### config.mk
export PLATFORM = sky130hd
export DESIGN_NAME = hazard_scoreboard
export DESIGN_NICKNAME = d
export VERILOG_FILES = /design/src/rtl/hazard_scoreboard_pkg.sv /design/src/rtl/scoreboard_counter.sv /design/src/rtl/hazard_scoreboard.sv
export SDC_FILE = /design/constraint.sdc
export NUM_CORES = 1
export LEC_CHECK = 0
export BUFFER_PORTS_ARGS = -buffer_cell sky130_fd_sc_hd__buf_2
export CORE_MARGIN = 4
export CORE_UTILIZATION = 45
export DETAILED_ROUTE_END_ITERATION = 8
export HOLD_SLACK_MARGIN = 0.12
export PLACE_DENSITY = 0.67
export REMOVE_ABC_BUFFERS = 1
export SYNTH_ARGS = -nofsm -noshare
export SYNTH_HDL_FRONTEND = slang
export SYNTH_SLANG_ARGS = --single-unit
### constraint.sdc
create_clock -name clk -period 3.7 [get_ports clk]
set_input_delay 0.37 -clock clk [delete_from_list [all_inputs] [get_ports clk]]
set_output_delay 0.37 -clock clk [all_outputs]
set_load 0.005 [all_outputs]
### src/rtl/hazard_scoreboard_pkg.sv
// Shared constants and decode-request payload for the decode-stage hazard scoreboard.
package hazard_scoreboard_pkg;

  localparam int unsigned REG_COUNT        = 16;
  localparam int unsigned REG_FILE_DEPTH   = 4;
  localparam int unsigned SCOREBOARD_CNT_W = 2;

  // Decoded-instruction fields presented by the decode stage in one cycle.
  typedef struct packed {
    logic                      valid;
    logic [REG_FILE_DEPTH-1:0] src1;
    logic                      has_src1;
    logic [REG_FILE_DEPTH-1:0] src2;
    logic                      has_src2;
    logic                      wb_en;
    logic [REG_FILE_DEPTH-1:0] dst;
  } id_req_t;

endpackage

### src/rtl/scoreboard_counter.sv
// Saturating up/down pending-write counter for one architectural register.
module scoreboard_counter
  import hazard_scoreboard_pkg::*;
#(
  parameter int unsigned CNT_W = SCOREBOARD_CNT_W
) (
  input  logic clk,
  input  logic rst,
  input  logic inc,
  input  logic dec,
  output logic nonzero,
  output logic full
);

  localparam logic [CNT_W-1:0] CNT_MAX = '1;
  localparam logic [CNT_W-1:0] CNT_ONE = CNT_W'(1);

  logic [CNT_W-1:0] cnt_q;
  logic [CNT_W-1:0] cnt_d;
  logic             up;
  logic             down;

  assign nonzero = (cnt_q != '0);
  assign full    = (cnt_q == CNT_MAX);

  // Never wrap: increments stop at max, decrements stop at zero; a matched pair cancels.
  always_comb begin
    up    = inc & ~full;
    down  = dec & nonzero;
    cnt_d = cnt_q;
    if (up && !down) begin
      cnt_d = cnt_q + CNT_ONE;
    end else if (down && !up) begin
      cnt_d = cnt_q - CNT_ONE;
    end
  end

  always_ff @(posedge clk) begin
    if (rst) begin
      cnt_q <= '0;
    end else begin
      cnt_q <= cnt_d;
    end
  end

endmodule

### src/rtl/hazard_scoreboard.sv
// Decode-stage register hazard scoreboard: per-register pending-write counts drive
// the IF/ID freeze and the issue handshake; writebacks retire pending writes.
module hazard_scoreboard
  import hazard_scoreboard_pkg::*;
#(
  parameter int unsigned REG_COUNT      = hazard_scoreboard_pkg::REG_COUNT,
  parameter int unsigned REG_FILE_DEPTH = hazard_scoreboard_pkg::REG_FILE_DEPTH,
  parameter int unsigned CNT_W          = SCOREBOARD_CNT_W
) (
  input  logic                      clk,
  input  logic                      rst,
  input  logic                      id_valid,
  input  logic [REG_FILE_DEPTH-1:0] id_src1,
  input  logic                      id_has_src1,
  input  logic [REG_FILE_DEPTH-1:0] id_src2,
  input  logic                      id_has_src2,
  input  logic                      id_wb_en,
  input  logic [REG_FILE_DEPTH-1:0] id_dst,
  input  logic                      flush,
  input  logic                      wb_en,
  input  logic [REG_FILE_DEPTH-1:0] wb_dst,
  output logic                      freeze,
  output logic                      issue,
  output logic [REG_COUNT-1:0]      pending_mask,
  output logic                      wb_err
);

  id_req_t              id_req;
  logic [REG_COUNT-1:0] nonzero;
  logic [REG_COUNT-1:0] full;
  logic [REG_COUNT-1:0] inc;
  logic [REG_COUNT-1:0] dec;
  logic                 hazard;
  logic                 sat;
  logic                 live;
  logic                 wb_err_q;
  logic                 wb_err_d;

  always_comb begin
    id_req          = '0;
    id_req.valid    = id_valid;
    id_req.src1     = id_src1;
    id_req.has_src1 = id_has_src1;
    id_req.src2     = id_src2;
    id_req.has_src2 = id_has_src2;
    id_req.wb_en    = id_wb_en;
    id_req.dst      = id_dst;
  end

  // Hazard check uses only registered counts, so writeback never reaches freeze combinationally.
  always_comb begin
    hazard = (id_req.has_src1 & nonzero[id_req.src1])
           | (id_req.has_src2 & nonzero[id_req.src2]);
    sat    = id_req.wb_en & full[id_req.dst];
    live   = ~rst & id_req.valid & ~flush;
    freeze = live & (hazard | sat);
    issue  = live & ~hazard & ~sat;
  end

  always_comb begin
    inc = '0;
    dec = '0;
    for (int unsigned r = 0; r < REG_COUNT; r++) begin
      inc[r] = issue & id_req.wb_en & (id_req.dst == REG_FILE_DEPTH'(r));
      dec[r] = wb_en & (wb_dst == REG_FILE_DEPTH'(r)) & nonzero[r];
    end
  end

  for (genvar r = 0; r < REG_COUNT; r++) begin : g_cnt
    scoreboard_counter #(
      .CNT_W (CNT_W)
    ) u_cnt (
      .clk     (clk),
      .rst     (rst),
      .inc     (inc[r]),
      .dec     (dec[r]),
      .nonzero (nonzero[r]),
      .full    (full[r])
    );
  end

  // A writeback with nothing pending is a protocol error, held until reset.
  always_comb begin
    wb_err_d = wb_err_q | (wb_en & ~nonzero[wb_dst]);
  end

  always_ff @(posedge clk) begin
    if (rst) begin
      wb_err_q <= 1'b0;
    end else begin
      wb_err_q <= wb_err_d;
    end
  end

  assign pending_mask = nonzero;
  assign wb_err       = wb_err_q;

endmodule

Word level (Yosys, flattened, before mapping)
Cells that the tools add are included.

Register bits: 33. Output and inout port bits: 19.

Add/sub/neg operators: 32. Magnitude comparators: 4. Equality and inequality tests: 46. Mux-type cells: 40. Bitwise operators: 114. Reduce and logical (&&, ||, !) cells: 98.

Operators by type and width (number): AND 1 bit (90); equality test 4 bit, second input constant (16); 2-to-1 mux 2 bit (32); nonzero test 2 bit (32); adder 2 x 1 -> 2 bit, second input constant (16); equality test 2 bit, second input constant (16); equality test 4 x 3 -> 1 bit, second input constant (8); logical AND 1 bit (32); zero test 1 bit (32); subtractor 2 x 1 -> 2 bit, second input constant (16); NOT 1 bit (21); less-than comparator 4 x 5 -> 1 bit, second input constant (4); binary-select mux 1 bit (select 4 bit) (4); equality test 4 x 2 -> 1 bit, second input constant (4); equality test 4 x 1 -> 1 bit, second input constant (2); zero test 4 bit (2); 2-to-1 mux 1 bit (4); bitwise OR 1 bit (3).

Depth between registers and ports, before layout
Gate-level depths: netlist (run 1).

Depth in word-level cells: 15. Depth in mapped cells: 12. Mapped depth without buffers: 11.

Modules after synthesis
A second synthesis (run 1) with hierarchy kept.

Cell total of the unflattened synthesis: 322. Area, all modules: 2772.7 µm².

By module, submodules not included: scoreboard_counter (times used 16, cells each 13, area an instance 113.9 µm², seq. area each 40.0 µm²); hazard_scoreboard (times used 1, cells each 114, area an instance 950.9 µm², seq. area each 20.0 µm²).

Worst setup path before layout (run 1)
No wires, ideal clock.

Path kind: input port to flip-flop. Start: input id_dst[1]. End: register g_cnt[9].u_cnt.cnt_q[1]. Setup time: 71 ps. Arrival time: 2887 ps. Path slack: 742 ps. Cell stages on the path: 11. Path buffers: 2. Path through: buf_2 > nor2b_1 > and3_1 > nand4b_1 > or4_1 > o221ai_4 > buf_6 > nor3_2 > ha_1 > or3_1 > a21oi_1.

Word-level cells in the longest chain between the ends: 11.

RTL lines: from (decl) (line hazard_scoreboard.sv:18) `input logic [REG_FILE_DEPTH-1:0] id_dst,`; binary-select mux 1 bit (select 4 bit) (line hazard_scoreboard.sv:54) `sat = id_req.wb_en & full[id_req.dst];`; 2-to-1 mux 1 bit (not written as such) (line hazard_scoreboard.sv:54); AND 1 bit (line hazard_scoreboard.sv:54); NOT 1 bit (line hazard_scoreboard.sv:57) `issue = live & ~hazard & ~sat;`; AND 1 bit (line hazard_scoreboard.sv:57); AND 1 bit (line hazard_scoreboard.sv:64) `inc[r] = issue & id_req.wb_en & (id_req.dst == REG_FILE_DEPTH'(r));`; AND 1 bit (*) (line hazard_scoreboard.sv:64); AND 1 bit (*) (line scoreboard_counter.sv:28) `up = inc & ~full;`; zero test 1 bit (line scoreboard_counter.sv:33) `end else if (down && !up) begin`; logical AND 1 bit (line scoreboard_counter.sv:33); nonzero test 2 bit (no line); to (signal assigned) (line scoreboard_counter.sv:42) `cnt_q <= cnt_d;`; to (decl) (line scoreboard_counter.sv:18) `logic [CNT_W-1:0] cnt_q;`.

Every way passes the cells marked *; elsewhere a longest branch is shown, timed or not. The select of a mux whose other input is x is not followed. A chain may end at the register's enable or synchronous reset.

Final worst setup path (run 1)
Start: register g_cnt[8].u_cnt.cnt_q[0]. End: register g_cnt[7].u_cnt.cnt_q[1].

Word-level cells in the longest chain between the ends: 14.

RTL lines: from (decl) (line scoreboard_counter.sv:18); from (signal assigned) (line scoreboard_counter.sv:42); nonzero test 2 bit (line scoreboard_counter.sv:23) `assign nonzero = (cnt_q != '0);`; binary-select mux 1 bit (select 4 bit) (on tied branches) (line hazard_scoreboard.sv:52, hazard_scoreboard.sv:53); 2-to-1 mux 1 bit (on tied branches) (line hazard_scoreboard.sv:52, hazard_scoreboard.sv:53); AND 1 bit (on tied branches) (line hazard_scoreboard.sv:52, hazard_scoreboard.sv:53); bitwise OR 1 bit (line hazard_scoreboard.sv:53) `| (id_req.has_src2 & nonzero[id_req.src2]);`; NOT 1 bit (line hazard_scoreboard.sv:57); AND 1 bit (line hazard_scoreboard.sv:57); AND 1 bit (*) (line hazard_scoreboard.sv:57); AND 1 bit (*) (2 in a row) (line hazard_scoreboard.sv:64); AND 1 bit (*) (line scoreboard_counter.sv:28); zero test 1 bit (line scoreboard_counter.sv:33); logical AND 1 bit (line scoreboard_counter.sv:33); nonzero test 2 bit (no line); to (signal assigned) (line scoreboard_counter.sv:42); to (decl) (line scoreboard_counter.sv:18).

Marked as above.

==> results of run 1 <==
registers in the layout, summed over array words and instances (netlist names):
register           cells
g_cnt.u_cnt.cnt_q     32
wb_err                 1
power breakdown:
group | internal, W | switching [W] | total, W
Combinational | 0.0000406 | 0.0000736 | 0.000114
Sequential | 0.000357 | 0.00000211 | 0.000359
Clock | 0.000268 | 0.000147 | 0.000414
cells by family after synthesis:
| group | Yosys count | synth area share (%) |
|---|---|---|
| AO/OA/AOI/OAI | 50 | 11.8 |
| multiplexers | 12 | 8.47 |
| adder cells (fa/ha/maj) | 16 | 7.17 |
| AND/OR/NAND/NOR | 162 | 31.5 |
| XOR/XNOR | 32 | 10.0 |
| buffers and inverters | 36 | 7.40 |
| flip-flops | 33 | 23.7 |
synth_stat cells (2+ instances only):
library cell | count | share of area (%)
sky130_fd_sc_hd__a21oi_1 | 19 | 3.4
sky130_fd_sc_hd__and3_1 | 3 | 0.67
sky130_fd_sc_hd__buf_2 | 2 | 0.36
sky130_fd_sc_hd__buf_4 | 16 | 4.3
sky130_fd_sc_hd__clkbuf_1 | 11 | 1.5
sky130_fd_sc_hd__dfxtp_1 | 33 | 24
sky130_fd_sc_hd__ha_1 | 16 | 7.2
sky130_fd_sc_hd__inv_1 | 5 | 0.67
sky130_fd_sc_hd__mux2i_1 | 3 | 1.1
sky130_fd_sc_hd__mux4_2 | 8 | 6.5
sky130_fd_sc_hd__nand2_1 | 29 | 3.9
sky130_fd_sc_hd__nand3_1 | 24 | 4.3
sky130_fd_sc_hd__nand4_1 | 7 | 1.6
sky130_fd_sc_hd__nor2_1 | 30 | 4.0
sky130_fd_sc_hd__nor2_2 | 2 | 0.45
sky130_fd_sc_hd__nor2b_1 | 6 | 1.3
sky130_fd_sc_hd__nor3_1 | 11 | 2.0
sky130_fd_sc_hd__nor3_2 | 8 | 2.9
sky130_fd_sc_hd__nor3b_1 | 4 | 1.1
sky130_fd_sc_hd__o21ai_0 | 17 | 3.0
sky130_fd_sc_hd__or2_1 | 3 | 0.67
sky130_fd_sc_hd__or2_2 | 9 | 2.0
sky130_fd_sc_hd__or3_1 | 17 | 3.8
sky130_fd_sc_hd__xor2_1 | 32 | 10
through the flow:
stage                     hold slack [ns]  instances  total power [W]
after floorplan                     0.439        310         0.000427
after global placement              0.481        430         0.000479
after detailed placement            0.488        430         0.000480
after CTS                           0.401        438         0.000898
after global routing                0.416        438         0.000926
final                               0.416        438         0.000888
worst paths after layout:
kind                                start  slack [ns]                      end
setup / recovery  g_cnt[8].u_cnt.cnt_q[0]        0.55  g_cnt[7].u_cnt.cnt_q[1]
hold / removal                      wb_en        0.42                   wb_err
setup reg to reg  g_cnt[8].u_cnt.cnt_q[0]        0.55  g_cnt[7].u_cnt.cnt_q[1]
hold reg to reg   g_cnt[5].u_cnt.cnt_q[1]        0.50  g_cnt[5].u_cnt.cnt_q[1]
worst reg2reg max path, delay by kind of cell, from the launching register on:
| family | cells | cell delay, ns |
|---|---|---|
| and+or+nand+nor | 3 | 0.97 |
| AOI/OAI and AO/OA | 4 | 0.96 |
| muxes | 1 | 0.51 |
| DFF | 1 | 0.35 |
| adders and majority gates | 1 | 0.30 |
layout make-up:
cell class                      count  area [µm²]  share of cell area (%)
Multi-Input combinational cell    272        1920                    62.8
Sequential cell                    33         661                    21.6
Timing Repair Buffer               45         233                    7.59
Tap cell                           75        93.8                    3.06
Clock buffer                        5        68.8                    2.25
Clock inverter                      3        65.1                    2.12
Inverter                            5        18.8                   0.612
routing by layer:
metal | global-route usage, % | routed length (µm) | vias to the layer above
li1 | - | - | 1247
met1 | 28.3 | 3250 | 1200
met4 | 6.09 | 161 | 0
met3 | 4.28 | 562 | 18
met2 | 34.9 | 3450 | 98
met5 | 0 | 0 | -
==> results.md, run 1 <==
Worst setup path:
- Grouping stages by cell kind, the critical path spends the most delay in simple AND/OR/NAND/NOR gates.
- The number of buffers and inverters on the critical path is 0.
- The worst setup path is captured at a flop.
- The count of cell instances traversed by the critical path is 9.
- The largest fanout of any net on the critical path is 14.
- The required time at the endpoint of the critical path is 3.93 ns.
- STA puts the critical path data arrival time at 3.38 ns.
- The count of cells along the worst register-to-register path is 9.
- The worst setup path category is reg2reg.
- STA classifies the critical path startpoint as a flop.
- Walking the worst path, the cells encountered are or2_1 > mux4_2 > a2111oi_2 > a211o_2 > o221ai_4 > nor4_2 > ha_1 > or3_1 > a21oi_1.
- For this design, the slowest cell found on the critical path is sky130_fd_sc_hd__mux4_2.
- The delay of the slowest critical-path stage is 0.50 ns.

Placement:
- Detailed placement ended at an HPWL of 5810 µm.
- The count of input and output buffers is 42.
- The post-placement worst setup slack is 0.447 ns.
- At the end of routability-driven placement, the weighted congestion stood at 0.899.
- The area after detailed placement is 0.00293 mm².

Synthesis:
- The proportion of register bits with asynchronous set or reset after synthesis is 0%.
- During synthesis, Yosys emitted a total of 0 warnings.
- The most used flip-flop cell after synthesis is sky130_fd_sc_hd__dfxtp_1.
- After synthesis, the mean cell area works out to 8.19 µm².
- Counting distinct cell types in the post-synthesis netlist gives 50.
- The sequential fraction of the synthesis area is 23.7%.
- Synthesis produced 341 cells.
- The synthesis-stage register bit count is 33.
- The combined area of all synthesized cells is 0.00279 mm².
- The synthesized design contains 0 enable-type register cells.

Min path:
- The cell depth of the worst min-delay path is 3.
- The path category of the worst min-delay check is in2reg.

Finish:
- The share of cells above drive strength 1 is 24.2%.
- The area growth from synthesis to layout is 9.77%.
- The final standard cell utilization of the core is 51.4%.
- The final-stage net count is 402.
- The library cell used most frequently in the layout, excluding fill and tap cells, is sky130_fd_sc_hd__buf_2.
- The antenna diode instance count is 0.
- With fillers left out, the area of the finished cells amounts to 0.00306 mm².
- Leaving out fill and tap cells, the most frequent cells in the layout are sky130_fd_sc_hd__buf_2, sky130_fd_sc_hd__dfxtp_1, sky130_fd_sc_hd__xor2_1.
- Counting the fill cells in the layout gives 601.

STA:
- Summed over all failing endpoints, the final setup total negative slack is 0 ns.
- The worst pin sits at a relative slew slack of 51.4%.
- Between clock sinks in the finished design, the worst skew comes to 0.00301 ns.
- The portion of the clock cycle consumed by the worst path in the final layout is 85.2%.
- The count of pins over their slew limit came to 0.
- In the post-route analysis, the smallest setup slack over all paths is 0.547 ns.
- The transition time at the pin with the least slew margin is 0.727 ns.
- Setup repair after global routing left no endpoint under its margin.
- Subtracting the final worst setup slack from the clock period gives 3.15 ns.
- The total of endpoints with negative setup slack in the final report is 0.
- The total count of hold-check failures in the final report came to 0.
- Timing would allow up to 317 MHz.

Clocking:
- The number of levels the H-tree was split into is 2.
- The longest clock path from root to sink contains 2 buffers.
- The insertion delay of the later-clocked pin in the worst-skew pair is 0.29 ns.
- Buffers inserted to repair hold after CTS numbered 0.
- Gates resized during post-CTS repair numbered 0.
- The cell sitting at the root of the clock tree is a sky130_fd_sc_hd__clkbuf_8.
- The TritonCTS clock tree is done.
- The total clock buffers created by CTS is 5.
- The buffer count from post-CTS setup fixing is 0.
- Clock-pin slew was measured on the worst setup and hold paths at 0.07 ns.
- CTS saw 33 sinks.

Drt:
- The post-detailed-route count of antenna-violating nets is 0.
- Dividing the detail-routed via count by the number of cells gives 5.85.
- The routed layout has 2563 vias.
- The post-detailed-route DRC marker count is 0.
- The first TritonRoute pass finished after 5 iterations.
- After detailed routing, the average wire length per cell comes to 16.9 µm.
- In this run, the number of DRC markers left after iteration 0 of detailed routing was 227.
- The detailed-route wire length is 7420 µm.

Floorplan:
- The floorplan core area is 0.00596 mm².
- The top-level port count is 43.
- The vertical die dimension is 86.8 µm.
- The die is 86.8 µm wide.
- Once the floorplan was initialized, standard cells occupied 46.9% of the core.
- The total die area is 0.00753 mm².
- The row count is 28.

GRT:
- The global-route wire length before repair is 12400 µm.
- Entering global routing, the biggest net connects 34 pins.
- For this run the aggregate overflow at the end of global routing stands at 0.
- The number of global-route vias before repair was 2502.
- The global-route usage over all layers is 21.3%.
- The number of antenna violations at the first check in global routing was 0.

Pwr:
- The analysis attributes to cell leakage a power of 1.29 nW.
- The worst voltage drop across the vdd grid is 0.154 mV.
- The power density of the placed cells is 290 mW/mm².

Job:
- The count of maximum capacitance violations is 0.

Run status:
- The flow ran to the end, and the final reports show no timing, DRC or antenna violations.
Note: power is estimated with default switching activity, not from simulation.
==> run 2: changes to the inputs <==
--- a/config.mk
+++ b/config.mk
@@ -5,6 +5,7 @@
 export SDC_FILE = /design/constraint.sdc
 export NUM_CORES = 1
 export LEC_CHECK = 0
+export ABC_AREA = 1
 export BUFFER_PORTS_ARGS = -buffer_cell sky130_fd_sc_hd__buf_2
 export CORE_MARGIN = 4
 export CORE_UTILIZATION = 45
==> run 2 against run 1 <==
Global-route usage fell by 0.22 points. First-iteration DRC count rose by 4.8%. Routed wire length did not move. Cell count rose by 25%. Synthesized cell count rose by 30%. Maximum frequency rose by 18%. Critical path depth rose by 8. Clock skew rose by 0.0022 ns. Setup slack improved by 0.47 ns. Non-clock buffer count fell by 3. Flip-flop and latch count did not move. Critical path type is now in2reg. Largest power group is now sequential cells.
==> results.md, run 2 <==
Placement:
- During placement, the flow inserted port buffers numbering 42.
- The instance count after placement with tap cells included is 539.
- The placed instances occupy a cell area of 0.00292 mm².
- Summed over all nets, the half-perimeter wirelength after detailed placement is 5940 µm.
- The congestion estimate from routability-driven global placement came to 0.950.

Pwr:
- The worst-case IR drop observed on VDD is 0.163 mV.
- For this design the total switching power over the nets is 0.000212 W.
- In this run the static leakage power is 1.35 nW.
- The relative contribution of combinational cells to total power is 14.0%.
- Of the total power, registers draw 47.6%.
- The total internal power is 0.000540 W.
- Per report_power, the clock group accounts for 38.4% of the total.
- The switching fraction of total power is 28.2%.
- The power density of the placed cells is 250 mW/mm².

STA:
- The portion of the clock cycle consumed by the worst path in the final layout is 72.4%.
- After routing, the total negative slack on setup checks comes to 0 ns.
- The total of endpoints with negative setup slack in the final report is 0.
- The maximum achievable frequency is 373 MHz.
- The normalized max-slew margin is 54.0%.
- The count of pins over their slew limit is 0.
- The setup clock skew after layout is 0.00521 ns.
- The time the final worst path needs with I/O delays and setup is 2.68 ns.
- The post-route worst hold slack is 0.446 ns.
- The transition time at the pin with the least slew margin is 0.685 ns.
- Setup repair after global routing left no endpoint under its margin.
- The total count of hold-check failures in the final report is 0.

Synthesis:
- The combined area of all synthesized cells is 0.00279 mm².
- The sequential fraction of the synthesis area is 23.7%.
- The primary flip-flop cell chosen by synthesis mapping is sky130_fd_sc_hd__dfxtp_1.
- After Yosys synthesis, XOR and XNOR cells account for 1.88% of the synthesized area.
- The synthesized-area fraction occupied by ao, oa, aoi and oai cells is 21.7%.
- The Yosys step of the flow raised 0 warnings.
- The library cell with the largest summed area after synthesis is sky130_fd_sc_hd__dfxtp_1.
- The average footprint of a synthesized cell is 6.27 µm².
- By area the synthesized netlist is led by sky130_fd_sc_hd__dfxtp_1, sky130_fd_sc_hd__nand2_1, sky130_fd_sc_hd__a21oi_1.
- By count the netlist is led by sky130_fd_sc_hd__nand2_1, sky130_fd_sc_hd__inv_1, sky130_fd_sc_hd__nor2_1.
- The number of unique standard cell types used by synthesis is 27.
- Of the total synthesized cell area, the portion taken by AND, OR, NAND and NOR gates is 30.3%.
- Synthesis produced a netlist whose cell count is 445.
- The synthesis-stage register bit count is 33.
- After synthesis, the largest family of logic cells by area is simple AND/OR/NAND/NOR gates.
- The arithmetic-cell share of the synthesized area counting full adders, half adders and majority gates is 7.18%.
- Of all flip-flops after synthesis, the portion carrying an async set or reset was 0%.
- The share of the synthesized area in the top cell type is 23.7%.
- Yosys mapped a number of flops with a built-in enable equal to 0.
- The dominant cell by count in the synthesized netlist is sky130_fd_sc_hd__nand2_1.
- The mux cell area share after synthesis is 0%.

Worst setup path:
- The signal on the critical path passes through buf_2 > nor2_2 > o21ai_0 > nand2_1 > nor2_1 > nor2_1 > nor2_1 > nand2_1 > nand2_1 > nor2_2 > nand3_2 > nor2_1 > ha_1 > a21oi_1 > o21ai_0 > a21oi_1 > o21a_1.
- The reg-to-reg startpoint is g_cnt[13].u_cnt.cnt_q[0].
- The nature of the critical path startpoint is a primary input.
- Among all stages on the critical path, the largest delay is contributed by sky130_fd_sc_hd__nand3_2.
- The kind of cell adding the most delay to the critical path is simple AND/OR/NAND/NOR gates.
- The critical path starts at id_dst[0].
- The delay of the slowest critical-path stage is 0.35 ns.
- STA puts the critical path data required time at 3.94 ns.
- Together, buffers and inverters on the worst path number 1.
- The most numerous cell type found on the critical path is sky130_fd_sc_hd__nor2_1.
- STA classifies the critical path endpoint as a flop.
- At the worst endpoint, the arrival time is 2.92 ns.
- Of all nets on the critical path, the largest fanout is 16.
- The worst setup path category is in2reg.

Floorplan:
- The die extent in x is 86.7 µm.
- The top-level port count is 43.
- The floorplan step defined a die boundary enclosing 0.00752 mm².
- The floorplan core area is 0.00596 mm².
- After floorplanning, the core was divided into 28 placement rows.
- In this run the vertical extent of the chip is 86.7 µm.
- The initial core utilization is 46.8%.

Clocking:
- The count of hold buffers inserted by post-cts repair is 0.
- The number of clock sinks is 33.
- The master cell of the clock root buffer is sky130_fd_sc_hd__clkbuf_8.
- The total clock buffers created by CTS is 5.
- Once the clock tree was built, the resizer swapped 0 gates to a different size.
- The later pin in the worst-skew pair is clocked with a latency of 0.29 ns.
- The clock slew seen by the registers of the worst setup and hold paths is 0.07 ns.
- TritonCTS built the clock tree.
- The number of buffers between clock root and the deepest sink is 2.
- The number of setup buffers added after CTS is 0.
- In this run the number of H-tree levels came out at 2.

GRT:
- The number of global-route vias before repair was 2724.
- Across every metal layer, demand over resource in global routing totals 21.0%.
- The sum of overflow across all layers after global routing is 0.
- The global-route wire length before repair is 12500 µm.
- The pin count of the biggest net entering global routing is 35.
- The number of antenna violations at the first check in global routing is 0.

Drt:
- The total via count after detailed routing is 2929.
- The via density per instance is 5.36.
- For this block, the routed nets add up to 7420 µm of wire.
- The initial DRC count is 238.
- The post-detailed-route DRC marker count is 0.
- The first TritonRoute pass finished after 7 iterations.
- The detail route stage leaves a number of antenna-violating nets equal to 0.
- The average wire per standard cell is 13.6 µm.

Finish:
- 0 antenna diodes ended up in the layout.
- The final cell area excluding filler cells is 0.00301 mm².
- Of the cells placed in the final design, the portion with a size suffix greater than 1 is 13.8%.
- g_cnt.u_cnt.cnt_q holds more flip-flops than any other register.
- The number of fill cells in the layout is 657.
- The most common cell after layout, fill and taps aside is sky130_fd_sc_hd__nand2_1.
- Relative to the synthesized area, the layout overhead comes to 7.81%.
- At the end of the flow, the number of nets in the layout was 511.
- Leaving out fill and tap cells, the most frequent cells in the layout are sky130_fd_sc_hd__nand2_1, sky130_fd_sc_hd__inv_1, sky130_fd_sc_hd__nor2_1.
- The post-layout instance count excluding filler cells is 546.
- The register with the most flip-flops in the layout has 32 of them.

Min path:
- In this run the most critical hold path is launched from wb_err.
- The path category of the worst min-delay check is reg2reg.

Job:
- The count of maximum capacitance violations is 0.

Run status:
- The run finished with clean final reports.
==> run 2: changes by cell type after synthesis, sizes merged, moves of 10 or more <==
cell,before,now
xor2,32,6
a21oi,19,49
nor3,19,3
nor2,32,70
inv,5,66
o21a,0,16
or3,17,0
o21bai,0,10
or2,13,2
nand2,29,82
==> run 2: tightest hold or removal path, delay by kind of cell (launching register included) <==
kind / cells / cell delay [ns]
buf+inv: 1 / 0.04
compound gates: 1 / 0.05
flops: 1 / 0.31
==> run 2: cell families (layout without fill, tap and decap cells) <==
group | count (synthesis) | count (layout)
compound gates | 105 | 105
xor+xnor | 6 | 6
fa+ha+maj | 16 | 16
buf+inv | 90 | 116
flops | 33 | 33
simple gates | 195 | 195
==> run 2: cell type report <==
cell class                      instances  area, µm²  area share (%)
Clock buffer                            7       86.3            2.87
Inverter                               67        251            8.36
Multi-Input combinational cell        322       1700            56.7
Sequential cell                        33        661            22.0
Tap cell                               75       93.8            3.12
Timing Repair Buffer                   42        210            6.99
==> run 2: metal layers <==
metal,GRT usage (%),up-vias,routed length (µm)
met2,34.4,95,3430
met4,7.93,0,180
li1,-,1485,-
met1,26.9,1333,3280
met3,4.85,16,539
met5,0,-,0
==> run 2: final timing paths <==
check,endpoint,slack (ns),depth (start not counted)
worst max register to register,g_cnt[10].u_cnt.cnt_q[1],1.02,16
worst max-delay path,g_cnt[10].u_cnt.cnt_q[1],1.02,17
worst min register to register,wb_err,0.45,2
worst min-delay path,wb_err,0.45,2
==> run 2: power by group through the flow <==
stage                     registers, W  clock network, W  logic (W)
after floorplan               0.000366                 0  0.0000576
after global placement        0.000366                 0   0.000103
after detailed placement      0.000366                 0   0.000105
after CTS                     0.000358          0.000293   0.000105
after global routing          0.000358          0.000303   0.000119
final                         0.000358          0.000289   0.000106
==> run 2: stage by stage <==
stage	util (%)	worst slack (ns)	total power (W)
after floorplan	-	1.44	0.000424
after global placement	49.0	0.823	0.000469
after detailed placement	49.0	0.777	0.000471
after CTS	50.5	1.04	0.000755
after global routing	50.5	0.681	0.000780
final	50.5	1.02	0.000752
==> run 3: changes to the inputs <==
--- a/config.mk
+++ b/config.mk
@@ -5,7 +5,7 @@
 export SDC_FILE = /design/constraint.sdc
 export NUM_CORES = 1
 export LEC_CHECK = 0
-export ABC_AREA = 1
+export ABC_AREA = 0
 export BUFFER_PORTS_ARGS = -buffer_cell sky130_fd_sc_hd__buf_2
 export CORE_MARGIN = 4
 export CORE_UTILIZATION = 45
==> constraint.sdc (replaced) <==
create_clock -name clk -period 2.6 [get_ports clk]
set_input_delay 0.26 -clock clk [delete_from_list [all_inputs] [get_ports clk]]
set_output_delay 0.26 -clock clk [all_outputs]
set_load 0.005 [all_outputs]
==> run 3 against run 2 <==
The flow now finishes with violations (negative setup slack). Routed wire length increased by 29%. Sequential power up 42%. Die area barely moved. Sequential share of layout area decreased by 5.7 points.
==> results.md, run 3 (synthesis gave the netlist of run 1 again) <==
Finish:
- The final-stage net count is 500.
- The area growth from synthesis to layout is 45.9%.
- The antenna diode instance count is 0.
- Leaving out fill and tap cells, the most frequent cell in the layout is sky130_fd_sc_hd__buf_4.
- The share of cells above drive strength 1 is 46.2%.
- The filler cells instantiated in the layout total 501.
- The register name with the most flops is g_cnt.u_cnt.cnt_q.
- Leaving out fill and tap cells, the most frequent cells in the layout are sky130_fd_sc_hd__buf_4, sky130_fd_sc_hd__buf_2, sky130_fd_sc_hd__dfxtp_1.
- The final standard cell utilization of the core is 68.4%.
- The flip-flop count of the largest register, all copies and words added is 32.

Worst setup path:
- The nature of the critical path startpoint is a flop.
- The largest fanout of any net on the critical path is 5.
- The arrival time reported for the critical path endpoint is 3.07 ns.
- STA classifies the critical path endpoint as a flop.
- Data on the critical path is required at its endpoint by 2.83 ns.
- The critical path is of the reg2reg type.
- The register-to-register path setup slack is -0.24 ns.

Placement:
- Detailed placement finished with a half-perimeter wire length of 7080 µm.
- The count of input and output buffers is 42.
- Routability-driven placement finished with a final weighted congestion of 1.04.

Clocking:
- The TritonCTS clock tree is done.
- Counting the buffers created by CTS gives 5.
- No sink is reached through more buffers than the 2 on the longest clock path.
- The number of levels the H-tree was split into is 2.
- CTS saw 33 sinks.
- The clock slew seen by the registers of the worst setup and hold paths is 0.07 ns.
- The master cell of the clock root buffer is sky130_fd_sc_hd__clkbuf_8.
- The later pin in the worst-skew pair is clocked with a latency of 0.30 ns.

Job:
- The tool flagged a number of max-cap violations equal to 0.

Pwr:
- The analysis attributes to cell leakage a power of 1.88 nW.
- In this run the power density over the cells is 298 mW/mm².
- VDD sags by at most 0.214 mV.
- The power consumption is 0.00121 W.

GRT:
- For this run, global-route usage on met1 was measured as 31.2%.
- The number of global-route vias before repair is 3068.
- met2 is the most crowded layer.
- In the global route stage, met3 resource usage came out at 2.95%.
- The number of antenna violations at the first check in global routing is 0.
- In the global route stage, overall resource usage came out at 25.3%.
- For this run, global-route usage on met2 was measured as 44.0%.
- The global-route wire length before repair is 14600 µm.
- The sum of overflow across all layers after global routing is 0.
- Entering global routing, the biggest net connects 34 pins.

STA:
- The worst path setup slack after routing is -0.242 ns.
- The total of endpoints with negative setup slack in the final report is 30.
- The post-route worst hold slack is 0.307 ns.
- Counting I/O delays and the setup requirement, the final critical path takes 2.84 ns.
- The total count of hold-check failures in the final report is 0.
- The portion of the clock cycle consumed by the worst path in the final layout is 109%.
- Static timing analysis puts the maximum clock frequency at 352 MHz.
- At the pin with the least slew margin, the transition time is 0.558 ns.
- On the final layout, the worst clock skew is 0.00521 ns.
- The normalized max-slew margin is 62.7%.
- The count of pins over their slew limit is 0.
- Setup repair after global routing could not meet its margin everywhere.

Drt:
- Dividing the detail-routed wire length by the instance count gives 17.9 µm.
- The initial DRC count is 339.
- The number of detailed-route iterations in the first pass is 6.
- The detailed-route wire length is 9600 µm.
- The total via count after detailed routing is 3089.
- After detailed routing, the number of remaining DRC violations is 0.
- The post-detailed-route count of antenna-violating nets is 0.
- Using the TritonRoute via totals, the vias-per-cell ratio works out to 5.76.

Floorplan:
- The total die area is 0.00753 mm².
- The vertical die dimension is 86.8 µm.
- The initial utilization of the core area, before any placement, comes to 46.9%.
- The die extent in x is 86.8 µm.
- The initialized floorplan defines 28 standard-cell rows.
- The core region is 0.00596 mm².
- The top-level port count is 43.

Min path:
- The path class of the tightest hold or removal check is in2reg.

Run status:
- The checks that failed: negative setup slack.
- The run finished, with violations left.
==> run 3: critical path, cell delays in order, from the launching register on <==
cell,delay [ns]
sky130_fd_sc_hd__dfxtp_2,0.32
sky130_fd_sc_hd__or2_4,0.25
sky130_fd_sc_hd__mux4_2,0.51
sky130_fd_sc_hd__a2111oi_4,0.29
sky130_fd_sc_hd__a211o_2,0.18
sky130_fd_sc_hd__o221ai_4,0.13
sky130_fd_sc_hd__buf_6,0.18
sky130_fd_sc_hd__nor3_4,0.10
sky130_fd_sc_hd__ha_1,0.28
sky130_fd_sc_hd__or3_4,0.39
sky130_fd_sc_hd__a21oi_1,0.14
==> run 3: per-layer routing <==
layer / vias up / routed length, µm
met4: 0 / 425
met1: 1424 / 3650
met5: - / 0
met2: 177 / 4640
li1: 1443 / -
met3: 45 / 882
==> run 3: path summary, 6_finish.rpt <==
kind	to	depth (start not counted)	startpoint
worst max-delay path	g_cnt[3].u_cnt.cnt_q[1]	10	g_cnt[10].u_cnt.cnt_q[1]
worst min-delay path	wb_err	3	wb_en
worst max register to register	g_cnt[3].u_cnt.cnt_q[1]	10	g_cnt[10].u_cnt.cnt_q[1]
worst min register to register	wb_err	2	wb_err
==> run 3: area by class of cell <==
| class | instances | area [µm²] | area share [%] |
|---|---|---|---|
| clock buffer | 7 | 96.3 | 2.37 |
| clock inverter | 1 | 5.00 | 0.123 |
| inverter | 5 | 18.8 | 0.461 |
| multi-input combinational | 272 | 2170 | 53.3 |
| sequential | 33 | 662 | 16.3 |
| tap | 75 | 93.8 | 2.30 |
| timing repair buffer | 143 | 1020 | 25.1 |
==> run 3: report_power, final <==
group | switching, W | total, W | leakage (nW) | internal (W)
clock network | 0.000203 | 0.000443 | 0.0542 | 0.000239
registers | 0.00000197 | 0.000510 | 0.267 | 0.000508
logic | 0.000150 | 0.000262 | 1.56 | 0.000112
==> run 3: timing repair <==
action | in CTS | in global routing
pin swaps | 41 | 17
cloned | 1 | 0
hold endpoints to repair | 0 | 0
hold buffers | 0 | 0
buffers inserted | 1 | 0
endpoints found under the setup margin | 34 | 34
resized for setup | 31 | 33
==> run 3: metrics by stage <==
step           area (µm²)  instances  setup TNS, ns  setup WS (ns)
2_1_floorplan        2600        310          -3.25         -0.309
3_3_place_gp         3650        526          -6.36         -0.303
3_5_place_dp         3650        526          -7.63         -0.366
4_1_cts              3910        536          -4.52         -0.227
5_1_grt              4070        536          -7.83         -0.349
6_report             4070        536          -3.92         -0.242
